## src/rtl/pipe_pkg.sv

```systemverilog
// pipe_pkg: shared types and constants for the 5-stage pipeline.
//   fwd_sel_t   : operand source select (register file, EX/MEM, MEM/WB)
//   alu_op_t    : 4-bit ALU operation code
//   REG_ZERO    : hard-wired zero register index, never forwarded
//   ctrl_t      : packed control bits carried through ID/EX
//   CTRL_BUBBLE : control word of an inserted bubble (all zero)
package pipe_pkg;

    typedef enum logic [1:0] {
        FWD_REG = 2'd0,
        FWD_MEM = 2'd1,
        FWD_WB  = 2'd2
    } fwd_sel_t;

    typedef logic [3:0] alu_op_t;

    localparam int unsigned REG_ZERO = 0;

    typedef struct packed {
        logic alu_src;
        logic reg_write;
        logic mem_read;
        logic mem_write;
        logic mem_to_reg;
    } ctrl_t;

    localparam ctrl_t CTRL_BUBBLE = '0;

endpackage

```

## src/rtl/fwd_unit.sv

```systemverilog
// fwd_unit: chooses the source of one EX operand.
//   src           in  : register address the operand was read from
//   mem_rd/_we    in  : EX/MEM write-back candidate
//   wb_rd/_we     in  : MEM/WB write-back candidate
//   sel           out : FWD_MEM, FWD_WB or FWD_REG
// MEM is the younger producer, so it wins over WB. Register 0 never forwards.
module fwd_unit
    import pipe_pkg::*;
#(
    parameter int RA_W = 5
) (
    input  logic [RA_W-1:0] src,
    input  logic [RA_W-1:0] mem_rd,
    input  logic            mem_reg_write,
    input  logic [RA_W-1:0] wb_rd,
    input  logic            wb_reg_write,
    output fwd_sel_t        sel
);

    logic mem_hit;
    logic wb_hit;

    assign mem_hit = mem_reg_write && (mem_rd != RA_W'(REG_ZERO)) && (mem_rd == src);
    assign wb_hit  = wb_reg_write  && (wb_rd  != RA_W'(REG_ZERO)) && (wb_rd  == src);

    always_comb begin
        sel = FWD_REG;
        if (mem_hit) begin
            sel = FWD_MEM;
        end else if (wb_hit) begin
            sel = FWD_WB;
        end
    end

endmodule

```

## src/rtl/id_ex_stage.sv

```systemverilog
// id_ex_stage: ID/EX pipeline register with operand forwarding and
// load-use hazard detection.
//   clk, rst (sync, active high), stall (hold), flush (insert bubble)
//   id_*       : decoded instruction fields captured at the end of ID
//   mem_*/wb_* : write-back candidates from EX/MEM and MEM/WB
//   ex_*       : registered fields presented to EX; ex_op_a/ex_op_b forwarded
//   load_use_stall : combinational request for IF/ID to hold one cycle
// Configuration macro: ID_EX_FWD_EN
//   defined   : operands forwarded from MEM (priority) or WB; only a load in
//               EX with a dependent in ID causes a bubble.
//   undefined : operands are always the registered register-file data and any
//               in-flight producer (EX, MEM, WB) of id_rs/id_rt causes a bubble.
// Handshake: there is no valid/ready pair here; ex_valid qualifies the EX slot
// and stall freezes every register for as long as it is high.
module id_ex_stage
    import pipe_pkg::*;
#(
    parameter int XLEN = 32,
    parameter int RA_W = 5
) (
    input  logic            clk,
    input  logic            rst,
    input  logic            stall,
    input  logic            flush,
    input  logic            id_valid,
    input  logic [XLEN-1:0] id_pc,
    input  logic [XLEN-1:0] id_rs_data,
    input  logic [XLEN-1:0] id_rt_data,
    input  logic [XLEN-1:0] id_imm,
    input  logic [RA_W-1:0] id_rs,
    input  logic [RA_W-1:0] id_rt,
    input  logic [RA_W-1:0] id_rd,
    input  logic [3:0]      id_alu_op,
    input  logic            id_alu_src,
    input  logic            id_reg_write,
    input  logic            id_mem_read,
    input  logic            id_mem_write,
    input  logic            id_mem_to_reg,
    input  logic [RA_W-1:0] mem_rd,
    input  logic            mem_reg_write,
    input  logic [XLEN-1:0] mem_alu_out,
    input  logic [RA_W-1:0] wb_rd,
    input  logic            wb_reg_write,
    input  logic [XLEN-1:0] wb_data,
    output logic            ex_valid,
    output logic [XLEN-1:0] ex_pc,
    output logic [XLEN-1:0] ex_imm,
    output logic [XLEN-1:0] ex_op_a,
    output logic [XLEN-1:0] ex_op_b,
    output logic [RA_W-1:0] ex_rd,
    output logic [3:0]      ex_alu_op,
    output logic            ex_alu_src,
    output logic            ex_reg_write,
    output logic            ex_mem_read,
    output logic            ex_mem_write,
    output logic            ex_mem_to_reg,
    output logic            load_use_stall
);

    ctrl_t           ctrl_q;
    ctrl_t           id_ctrl;
    alu_op_t         alu_op_q;
    logic [XLEN-1:0] rs_data_q;
    logic [XLEN-1:0] rt_data_q;
    logic            hazard;
    logic            load_bubble;

    assign id_ctrl = '{alu_src:    id_alu_src,
                       reg_write:  id_reg_write,
                       mem_read:   id_mem_read,
                       mem_write:  id_mem_write,
                       mem_to_reg: id_mem_to_reg};

    // True when producer rd is live, nonzero and read by the instruction in ID.
    function automatic logic id_depends(input logic [RA_W-1:0] rd, input logic we);
        return we && (rd != RA_W'(REG_ZERO)) && id_valid && (rd == id_rs || rd == id_rt);
    endfunction

    // A flush already replaces the slot with a bubble, so the hazard is moot.
    assign load_use_stall = hazard && !flush;
    // Under stall the hazard is not acted on; it is re-evaluated after release.
    assign load_bubble    = load_use_stall && !stall;

`ifdef ID_EX_FWD_EN
    logic [RA_W-1:0] ex_rs_q;
    logic [RA_W-1:0] ex_rt_q;
    fwd_sel_t        sel_a;
    fwd_sel_t        sel_b;

    // Only a load cannot be forwarded in time: its data exists after MEM.
    assign hazard = id_depends(ex_rd, ex_valid && ctrl_q.mem_read);

    fwd_unit #(.RA_W(RA_W)) u_fwd_rs (
        .src(ex_rs_q), .mem_rd(mem_rd), .mem_reg_write(mem_reg_write),
        .wb_rd(wb_rd), .wb_reg_write(wb_reg_write), .sel(sel_a)
    );

    fwd_unit #(.RA_W(RA_W)) u_fwd_rt (
        .src(ex_rt_q), .mem_rd(mem_rd), .mem_reg_write(mem_reg_write),
        .wb_rd(wb_rd), .wb_reg_write(wb_reg_write), .sel(sel_b)
    );

    always_comb begin
        ex_op_a = rs_data_q;
        case (sel_a)
            FWD_MEM: ex_op_a = mem_alu_out;
            FWD_WB:  ex_op_a = wb_data;
            default: ex_op_a = rs_data_q;
        endcase
    end

    always_comb begin
        ex_op_b = rt_data_q;
        case (sel_b)
            FWD_MEM: ex_op_b = mem_alu_out;
            FWD_WB:  ex_op_b = wb_data;
            default: ex_op_b = rt_data_q;
        endcase
    end

    always_ff @(posedge clk) begin
        if (rst || flush || load_bubble) begin
            ex_rs_q <= '0;
            ex_rt_q <= '0;
        end else if (!stall) begin
            ex_rs_q <= id_rs;
            ex_rt_q <= id_rt;
        end
    end
`else
    logic unused_fwd_data;

    // Without bypassing, ID must wait until every older producer has written
    // the register file (WB writes in the first half of the cycle is not assumed).
    assign hazard = id_depends(ex_rd, ex_valid && (ctrl_q.reg_write || ctrl_q.mem_read))
                 || id_depends(mem_rd, mem_reg_write)
                 || id_depends(wb_rd, wb_reg_write);

    assign ex_op_a = rs_data_q;
    assign ex_op_b = rt_data_q;
    assign unused_fwd_data = ^{mem_alu_out, wb_data};
`endif

    // Priority: reset, flush, stall (hold), load-use bubble, capture.
    always_ff @(posedge clk) begin
        if (rst || flush || load_bubble) begin
            ex_valid  <= 1'b0;
            ex_pc     <= '0;
            ex_imm    <= '0;
            rs_data_q <= '0;
            rt_data_q <= '0;
            ex_rd     <= '0;
            alu_op_q  <= '0;
            ctrl_q    <= CTRL_BUBBLE;
        end else if (!stall) begin
            ex_valid  <= id_valid;
            ex_pc     <= id_pc;
            ex_imm    <= id_imm;
            rs_data_q <= id_rs_data;
            rt_data_q <= id_rt_data;
            ex_rd     <= id_rd;
            alu_op_q  <= id_alu_op;
            ctrl_q    <= id_ctrl;
        end
    end

    assign ex_alu_op     = alu_op_q;
    assign ex_alu_src    = ctrl_q.alu_src;
    assign ex_reg_write  = ctrl_q.reg_write;
    assign ex_mem_read   = ctrl_q.mem_read;
    assign ex_mem_write  = ctrl_q.mem_write;
    assign ex_mem_to_reg = ctrl_q.mem_to_reg;

endmodule

```

## config.mk

```make
export PLATFORM = sky130hd
export DESIGN_NAME = id_ex_stage
export DESIGN_NICKNAME = d
export VERILOG_FILES = /design/src/rtl/pipe_pkg.sv /design/src/rtl/fwd_unit.sv /design/src/rtl/id_ex_stage.sv
export SDC_FILE = /design/constraint.sdc
export NUM_CORES = 1
export LEC_CHECK = 0
export BUFFER_PORTS_ARGS = -buffer_cell sky130_fd_sc_hd__buf_2
export CORE_AREA = 2 2 144 146
export DETAILED_ROUTE_END_ITERATION = 12
export DIE_AREA = 0 0 146 148
export GPL_TIMING_DRIVEN = 0
export PLACE_DENSITY = 0.61
export SLEW_MARGIN = 30
export SYNTH_ARGS = -nofsm -noshare
export SYNTH_HDL_FRONTEND = slang
export SYNTH_SLANG_ARGS = --single-unit
```

## constraint.sdc

```tcl
create_clock -name clk -period 5.83 [get_ports clk]
set_input_delay 1.166 -clock clk [delete_from_list [all_inputs] [get_ports clk]]
set_output_delay 1.166 -clock clk [all_outputs]
set_load 0.01 [all_outputs]
```

==> results.sh, run 1 <==
export IMPL_cts_root_buf="sky130_fd_sc_hd__clkbuf_16"
export IMPL_fin_nets=1270
export IMPL_ys_types=24
export IMPL_die_width_microns=146
export IMPL_fp_row_count=52
export IMPL_placed_cells_incl_taps=1288
export IMPL_power_total_mw=2.325
export IMPL_finalMaxSlewViolations=0
export IMPL_post_drt_via_cell_ratio=4.920
export IMPL_boundaryPins=377
export IMPL_r2r_start="ex_rd[1]$_SDFFE_PP0N_"
export IMPL_grt_first_pass_wirelength_mm=34.48
export IMPL_number_of_antenna_violations_at_the_first_check_in_global_routing=2
export IMPL_maxClockFrequency_mhz=238.2
export IMPL_track_usage=0.2001
export IMPL_drt_first_iter_violations=238
export IMPL_post_cts_resize_count=0
export IMPL_area_growth_from_synthesis_to_layout_pct=37.01
export IMPL_timing_critical_path_fanout_max=10
export IMPL_placed_area_sq_mm=0.008546
export IMPL_hp_class="reg -> reg"
export IMPL_synth_top_cells_by_area="sky130_fd_sc_hd__dfxtp_1 43%, sky130_fd_sc_hd__nand3b_1 16%, sky130_fd_sc_hd__o31ai_2 11%, sky130_fd_sc_hd__o31ai_1 9.4%, sky130_fd_sc_hd__nand2_1 8.1%"
export IMPL_die_height_microns=148
export IMPL_cts_htree_levels=4
export IMPL_cp_data_required_time_ns=4.66
export IMPL_start_util=0.3315
export IMPL_synthesis_area_sq_mm=0.006644
export IMPL_hold_buffers=0
export IMPL_antenna_left=0
export IMPL_postSynthAreaPerCell_sq_um=9.411
export IMPL_end_kind="output pin"
export IMPL_total_leakage_power_nw=3.977
export IMPL_gp_congestion=0.8739
export IMPL_num_antenna_cells=0
export IMPL_max_clock_path_buffers=2
export IMPL_worst_setup_path_type="in -> out"
export IMPL_synth_warnings=0
export IMPL_synth_enable_flop_cells=0
export IMPL_postSynthNetCount=939
export IMPL_final_period_minus_worst_setup_slack_ns=4.198
export IMPL_final_area_sq_mm=0.009102
export IMPL_cts_tree="done"
export IMPL_yosysTopAreaCell="sky130_fd_sc_hd__dfxtp_1"
export IMPL_worstMarginPinSlew_ns=0.7069
export IMPL_cts_buffers=17
export IMPL_finalSetupViolCount=0
export IMPL_async_reset_ff_frac=0
export IMPL_firstDrtPassIters=4
export IMPL_synth_top_area_share=0.4309
export IMPL_layout_cells_sized_above_1=0.4038
export IMPL_timing_clock_skew_ns=0.02382
export IMPL_grt_max_degree=17
export IMPL_final_min_period_over_clock_period=0.7200
export IMPL_detail_route_drc_violations=0
export IMPL_number_of_synthesized_register_bits=143
export IMPL_max_cap_violations=0
export IMPL_seq_area_frac_synth=0.4309
export IMPL_start_kind="input port"
export IMPL_numClockSinks=143
export IMPL_cp_data_arrival_time_ns=3.03
export IMPL_fillers=2073
export IMPL_relSlewSlack=0.5287
export IMPL_dp_hpwl_mm=16.79
export IMPL_vias_in_the_first_global_route=6327
export IMPL_post_cts_repair_setup_buffers=0
export IMPL_ys_dominant_reg_cell="sky130_fd_sc_hd__dfxtp_1"
export IMPL_total_negative_slack_ns=0
export IMPL_rsz_0062_raised_after_global_routing="no"
export IMPL_timing_critical_path_from="id_rt[3]"
export IMPL_worst_hold_startpoint="ex_mem_to_reg$_SDFFE_PP0N_"
export IMPL_drt_total_wl_mm=22.27
export IMPL_count_of_port_buffers_added_during_placement=312
export IMPL_num_vias=6494
export IMPL_netlist_instances=706
export IMPL_global_route_overflow_total=0
export IMPL_avgRoutedWirePerCell_microns=16.87
export IMPL_worst_skew_pair_late_latency_ns=0.43
export IMPL_power_per_cell_area_mw_per_mm2=255.4
export IMPL_irDropWorstVdd_v=0.0001779
export IMPL_clkTransAtPathRegs_ns=0.06
export IMPL_report_final_hold_viol_count=0
export IMPL_core_area_sq_mm=0.02004
export IMPL_run_status="completed"
export IMPL_design_die_area_sq_mm=0.02161
export IMPL_hold_slack_ns=0.4446
export IMPL_final_cells=1320
[power by group]
group	total [mW]	switching, mW	internal [mW]
Clock	1.04	0.462	0.577
Combinational	0.258	0.140	0.119
Sequential	1.03	0.0181	1.01
Total	2.33	0.619	1.71
[worst paths after layout]
path	endpoint	slack [ns]	cells after the start
hold / removal	ex_mem_to_reg$_SDFFE_PP0N_	0.44	2
setup reg to reg	ex_valid$_SDFFE_PP0N_	3.60	6
hold reg to reg	ex_mem_to_reg$_SDFFE_PP0N_	0.44	2
setup / recovery	load_use_stall	1.63	8
[cells by family (layout without fill, tap and decap cells)]
kind of cell,count (synthesis),after routing,share of synthesized area
buf+inv,76,420,0.05480
xor+xnor,30,30,0.03955
compound gates,150,150,0.2166
flops,143,143,0.4309
simple gates,307,307,0.2582
[synth_stat cells (2+ instances only)]
cell type                  instances
sky130_fd_sc_hd__a22oi_1           2
sky130_fd_sc_hd__buf_2             3
sky130_fd_sc_hd__buf_4             6
sky130_fd_sc_hd__buf_6             7
sky130_fd_sc_hd__clkbuf_1         60
sky130_fd_sc_hd__dfxtp_1         143
sky130_fd_sc_hd__nand2_1         144
sky130_fd_sc_hd__nand3_1           2
sky130_fd_sc_hd__nand3b_1        143
sky130_fd_sc_hd__nor2_1            6
sky130_fd_sc_hd__nor3_1            7
sky130_fd_sc_hd__o31ai_1          83
sky130_fd_sc_hd__o31ai_2          60
sky130_fd_sc_hd__or4_1             2
sky130_fd_sc_hd__xnor2_1           4
sky130_fd_sc_hd__xor2_1           26
[worst max-delay path: stages]
cell and delay [ns]:
sky130_fd_sc_hd__buf_2 0.13, sky130_fd_sc_hd__xor2_1 0.16, sky130_fd_sc_hd__nor3_1 0.21, sky130_fd_sc_hd__nand3_1 0.11, sky130_fd_sc_hd__a21oi_2 0.57, sky130_fd_sc_hd__buf_2 0.37, sky130_fd_sc_hd__or2_2 0.17, sky130_fd_sc_hd__buf_2 0.13
[cell type report]
cell class | count | area (sq um) | area share
Buffer | 76 | 364.1 | 0.04000
Clock buffer | 20 | 456.7 | 0.05017
Clock inverter | 12 | 100.1 | 0.01100
Multi-Input combinational cell | 487 | 3420 | 0.3757
Sequential cell | 143 | 2863 | 0.3145
Tap cell | 270 | 337.8 | 0.03711
Timing Repair Buffer | 312 | 1562 | 0.1715
[cells in the final DEF (no fill, tap or decap), types with 7 or more instances in the layout]
master	netlist	layout
sky130_fd_sc_hd__o31ai_2	60	60
sky130_fd_sc_hd__xor2_1	26	26
sky130_fd_sc_hd__nand3b_1	143	143
sky130_fd_sc_hd__clkbuf_16	0	17
sky130_fd_sc_hd__nand2_1	144	144
sky130_fd_sc_hd__clkbuf_1	60	61
sky130_fd_sc_hd__dfxtp_1	143	143
sky130_fd_sc_hd__buf_2	3	315
sky130_fd_sc_hd__buf_6	7	7
sky130_fd_sc_hd__nor3_1	7	7
sky130_fd_sc_hd__o31ai_1	83	83
[metal layers]
layer  vias to the layer above  share of wire  wire (microns)  GRT usage
met5                         -         0.0012              27          0
met4                         4          0.018             396    0.06408
met3                        34          0.089            1974    0.06883
met2                       260           0.46           10280     0.3342
met1                      2999           0.43            9595     0.2431
li1                       3197              -               -          -
[stage by stage]
step / utilization / setup slack [ns]
CTS: 0.4542 / 1.575
floorplan: - / 2.191
detailed placement: 0.4264 / 1.586
finish: 0.4542 / 1.632
global route: 0.4542 / 1.496
global placement: 0.4263 / 1.584
Power figures use the tool's default switching activity.
==> run 2, diff against run 1 <==
- ABC_AREA: not set -> 1
- CORE_AREA: 2 2 144 146 -> 2 2 145 147
- DIE_AREA: 0 0 146 148 -> 0 0 147 149
- PLACE_DENSITY: 0.61 -> 0.55
- clock period: 5.83 -> 4.05 ns (I/O delays scaled with it)
==> results.sh, run 2 <==
export IMPL_setup_ws_pre_cts_ns=1.477
export IMPL_total_leakage_power_nw=4.451
export IMPL_relSlewSlack=0.4356
export IMPL_total_negative_slack_ns=0
export IMPL_grt_first_pass_wirelength_mm=26.16
export IMPL_worst_setup_path_type="in -> out"
export IMPL_final_cell_mix="320 x sky130_fd_sc_hd__buf_2, 161 x sky130_fd_sc_hd__nor2_1, 143 x sky130_fd_sc_hd__dfxtp_1, 135 x sky130_fd_sc_hd__mux2i_1, 77 x sky130_fd_sc_hd__nand2_1"
export IMPL_layout_core_utilization=0.3939
export IMPL_clockPowerShare=0.447
export IMPL_numClockSinks=143
export IMPL_synth_enable_flop_cells=0
export IMPL_drt_total_wl_mm=17.12
export IMPL_boundaryPins=377
export IMPL_netlist_instances=615
export IMPL_final_area_sq_mm=0.008098
export IMPL_power_per_cell_area_mw_per_mm2=418.8
export IMPL_pwr_share_comb=0.118
export IMPL_synth_top_cells_by_area="sky130_fd_sc_hd__dfxtp_1 51%, sky130_fd_sc_hd__mux2i_1 24%, sky130_fd_sc_hd__nor2_1 11%, sky130_fd_sc_hd__nand2_1 5.1%, sky130_fd_sc_hd__inv_1 2.1%"
export IMPL_cts_tree="done"
export IMPL_post_drt_via_cell_ratio=4.149
export IMPL_final_period_minus_worst_setup_slack_ns=2.573
export IMPL_synth_top_area_share=0.5086
export IMPL_layout_commonest_cell="sky130_fd_sc_hd__buf_2"
export IMPL_area_growth_from_synthesis_to_layout_pct=43.85
export IMPL_antenna_left=0
export IMPL_start_util=0.2738
export IMPL_number_of_synthesized_register_bits=143
export IMPL_drt_first_iter_violations=125
export IMPL_cts_root_buf="sky130_fd_sc_hd__clkbuf_16"
export IMPL_fillers=2158
export IMPL_internal_power_mw=2.465
export IMPL_irDropWorstVdd_v=0.0002614
export IMPL_timing_clock_skew_ns=0.006668
export IMPL_max_clock_path_buffers=2
export IMPL_num_antenna_cells=0
export IMPL_start_kind="input port"
export IMPL_firstDrtPassIters=4
export IMPL_number_of_antenna_violations_at_the_first_check_in_global_routing=0
export IMPL_power_total_mw=3.392
export IMPL_die_width_microns=147
export IMPL_cts_buffers=17
export IMPL_fin_nets=1178
export IMPL_postSynthAreaPerCell_sq_um=9.153
export IMPL_global_route_overflow_total=0
export IMPL_post_cts_resize_count=0
export IMPL_final_min_period_over_clock_period=0.6354
export IMPL_final_cells=1233
export IMPL_die_height_microns=149
export IMPL_rsz_0062_raised_after_global_routing="no"
export IMPL_cp_data_required_time_ns=3.24
export IMPL_fp_row_count=53
export IMPL_finalMaxSlewViolations=0
export IMPL_netSwitchingFraction=0.2733
export IMPL_layout_cells_sized_above_1=0.3820
export IMPL_gp_congestion=0.8161
export IMPL_vias_in_the_first_global_route=5096
export IMPL_cp_data_arrival_time_ns=1.76
export IMPL_seq_area_frac_synth=0.5086
export IMPL_count_of_port_buffers_added_during_placement=311
export IMPL_clkTransAtPathRegs_ns=0.07
export IMPL_dp_hpwl_mm=13.48
export IMPL_hp_class="reg -> reg"
export IMPL_grt_max_degree=17
export IMPL_maxClockFrequency_mhz=388.6
export IMPL_run_status="completed"
export IMPL_synthesis_area_sq_mm=0.005629
export IMPL_worst_skew_pair_late_latency_ns=0.42
export IMPL_yosysTopAreaCell="sky130_fd_sc_hd__dfxtp_1"
export IMPL_avgRoutedWirePerCell_microns=13.88
export IMPL_track_usage=0.1539
export IMPL_hold_buffers=0
export IMPL_worstMarginPinSlew_ns=0.8466
export IMPL_report_final_hold_viol_count=0
export IMPL_ys_dominant_reg_cell="sky130_fd_sc_hd__dfxtp_1"
export IMPL_core_area_sq_mm=0.02056
export IMPL_postSynthNetCount=848
export IMPL_postLayoutSetupSlackWorst_ns=1.477
export IMPL_design_die_area_sq_mm=0.02190
export IMPL_p_seq_frac=0.436
export IMPL_hold_slack_ns=0.5038
export IMPL_detail_route_drc_violations=0
export IMPL_switching_power_uw=926.9
export IMPL_cts_htree_levels=4
export IMPL_yosysMostFrequentCell="sky130_fd_sc_hd__nor2_1"
export IMPL_num_vias=5116
export IMPL_max_cap_violations=0
export IMPL_async_reset_ff_frac=0
export IMPL_synth_warnings=0
export IMPL_placed_cells_incl_taps=1201
export IMPL_ys_types=17
export IMPL_timing_critical_path_fanout_max=3
export IMPL_post_synth_most_frequent_cells="161 x sky130_fd_sc_hd__nor2_1, 143 x sky130_fd_sc_hd__dfxtp_1, 135 x sky130_fd_sc_hd__mux2i_1"
export IMPL_placed_area_sq_mm=0.007531
export IMPL_finalSetupViolCount=0
export IMPL_post_cts_repair_setup_buffers=0
export IMPL_end_kind="output pin"
==> run 2: worst max-delay path, stage by stage <==
cell and delay [ns]:
sky130_fd_sc_hd__buf_2 0.12, sky130_fd_sc_hd__inv_1 0.07, sky130_fd_sc_hd__nand4_1 0.13, sky130_fd_sc_hd__o21ai_0 0.19, sky130_fd_sc_hd__inv_1 0.06, sky130_fd_sc_hd__nand2_1 0.07, sky130_fd_sc_hd__nand3_1 0.08, sky130_fd_sc_hd__nand2_1 0.07
sky130_fd_sc_hd__inv_1 0.03, sky130_fd_sc_hd__buf_2 0.12
==> run 2: final cells by class <==
class | instances | area [sq um] | area share
Tap cell | 275 | 344.1 | 0.04249
Sequential cell | 143 | 2863 | 0.3535
Timing Repair Buffer | 311 | 1556 | 0.1922
Inverter | 35 | 131.4 | 0.01622
Buffer | 32 | 196.4 | 0.02426
Clock buffer | 17 | 425.4 | 0.05253
Clock inverter | 15 | 141.4 | 0.01746
Multi-Input combinational cell | 405 | 2440 | 0.3013
==> run 2: kinds of logic (layout without fill, tap and decap cells) <==
kind of cell	count (synthesis)	after routing	share of synthesized area
xor gates and xnor gates	8	8	0.01245
and+or+nand+nor	250	250	0.1703
muxes	135	135	0.2401
DFF	143	143	0.5086
AOI/OAI and AO/OA	12	12	0.01067
buffers and inverters	67	410	0.05801
==> run 2: final timing paths <==
check,from,end,slack (ns),depth (start not counted)
min reg2reg,ex_op_b[17]$_SDFFE_PP0N_,ex_op_b[17]$_SDFFE_PP0N_,0.50,2
max reg2reg,ex_rd[1]$_SDFFE_PP0N_,ex_op_a[17]$_SDFFE_PP0N_,2.17,13
min,ex_op_b[17]$_SDFFE_PP0N_,ex_op_b[17]$_SDFFE_PP0N_,0.50,2
max,wb_rd[3],load_use_stall,1.48,10
==> run 2: routing by layer <==
metal  global-route usage  part of all wire  vias up  wire length (microns)
li1                     -                 -     2634                      -
met1               0.1724              0.41     2267                   7054
met2               0.2690              0.49      200                   8378
met4              0.05529             0.017        0                    290
met3              0.05749             0.081       15                   1395
met5                    0                 0        -                      0
==> run 2: power groups by stage <==
stage          clock [mW]  sequential [mW]  combinational [mW]
4_1_cts              1.56             1.48               0.407
3_5_place_dp            0             1.51               0.407
6_report             1.51             1.48               0.399
5_1_grt              1.63             1.48               0.445
2_1_floorplan           0             1.53               0.197
3_3_place_gp            0             1.51               0.403
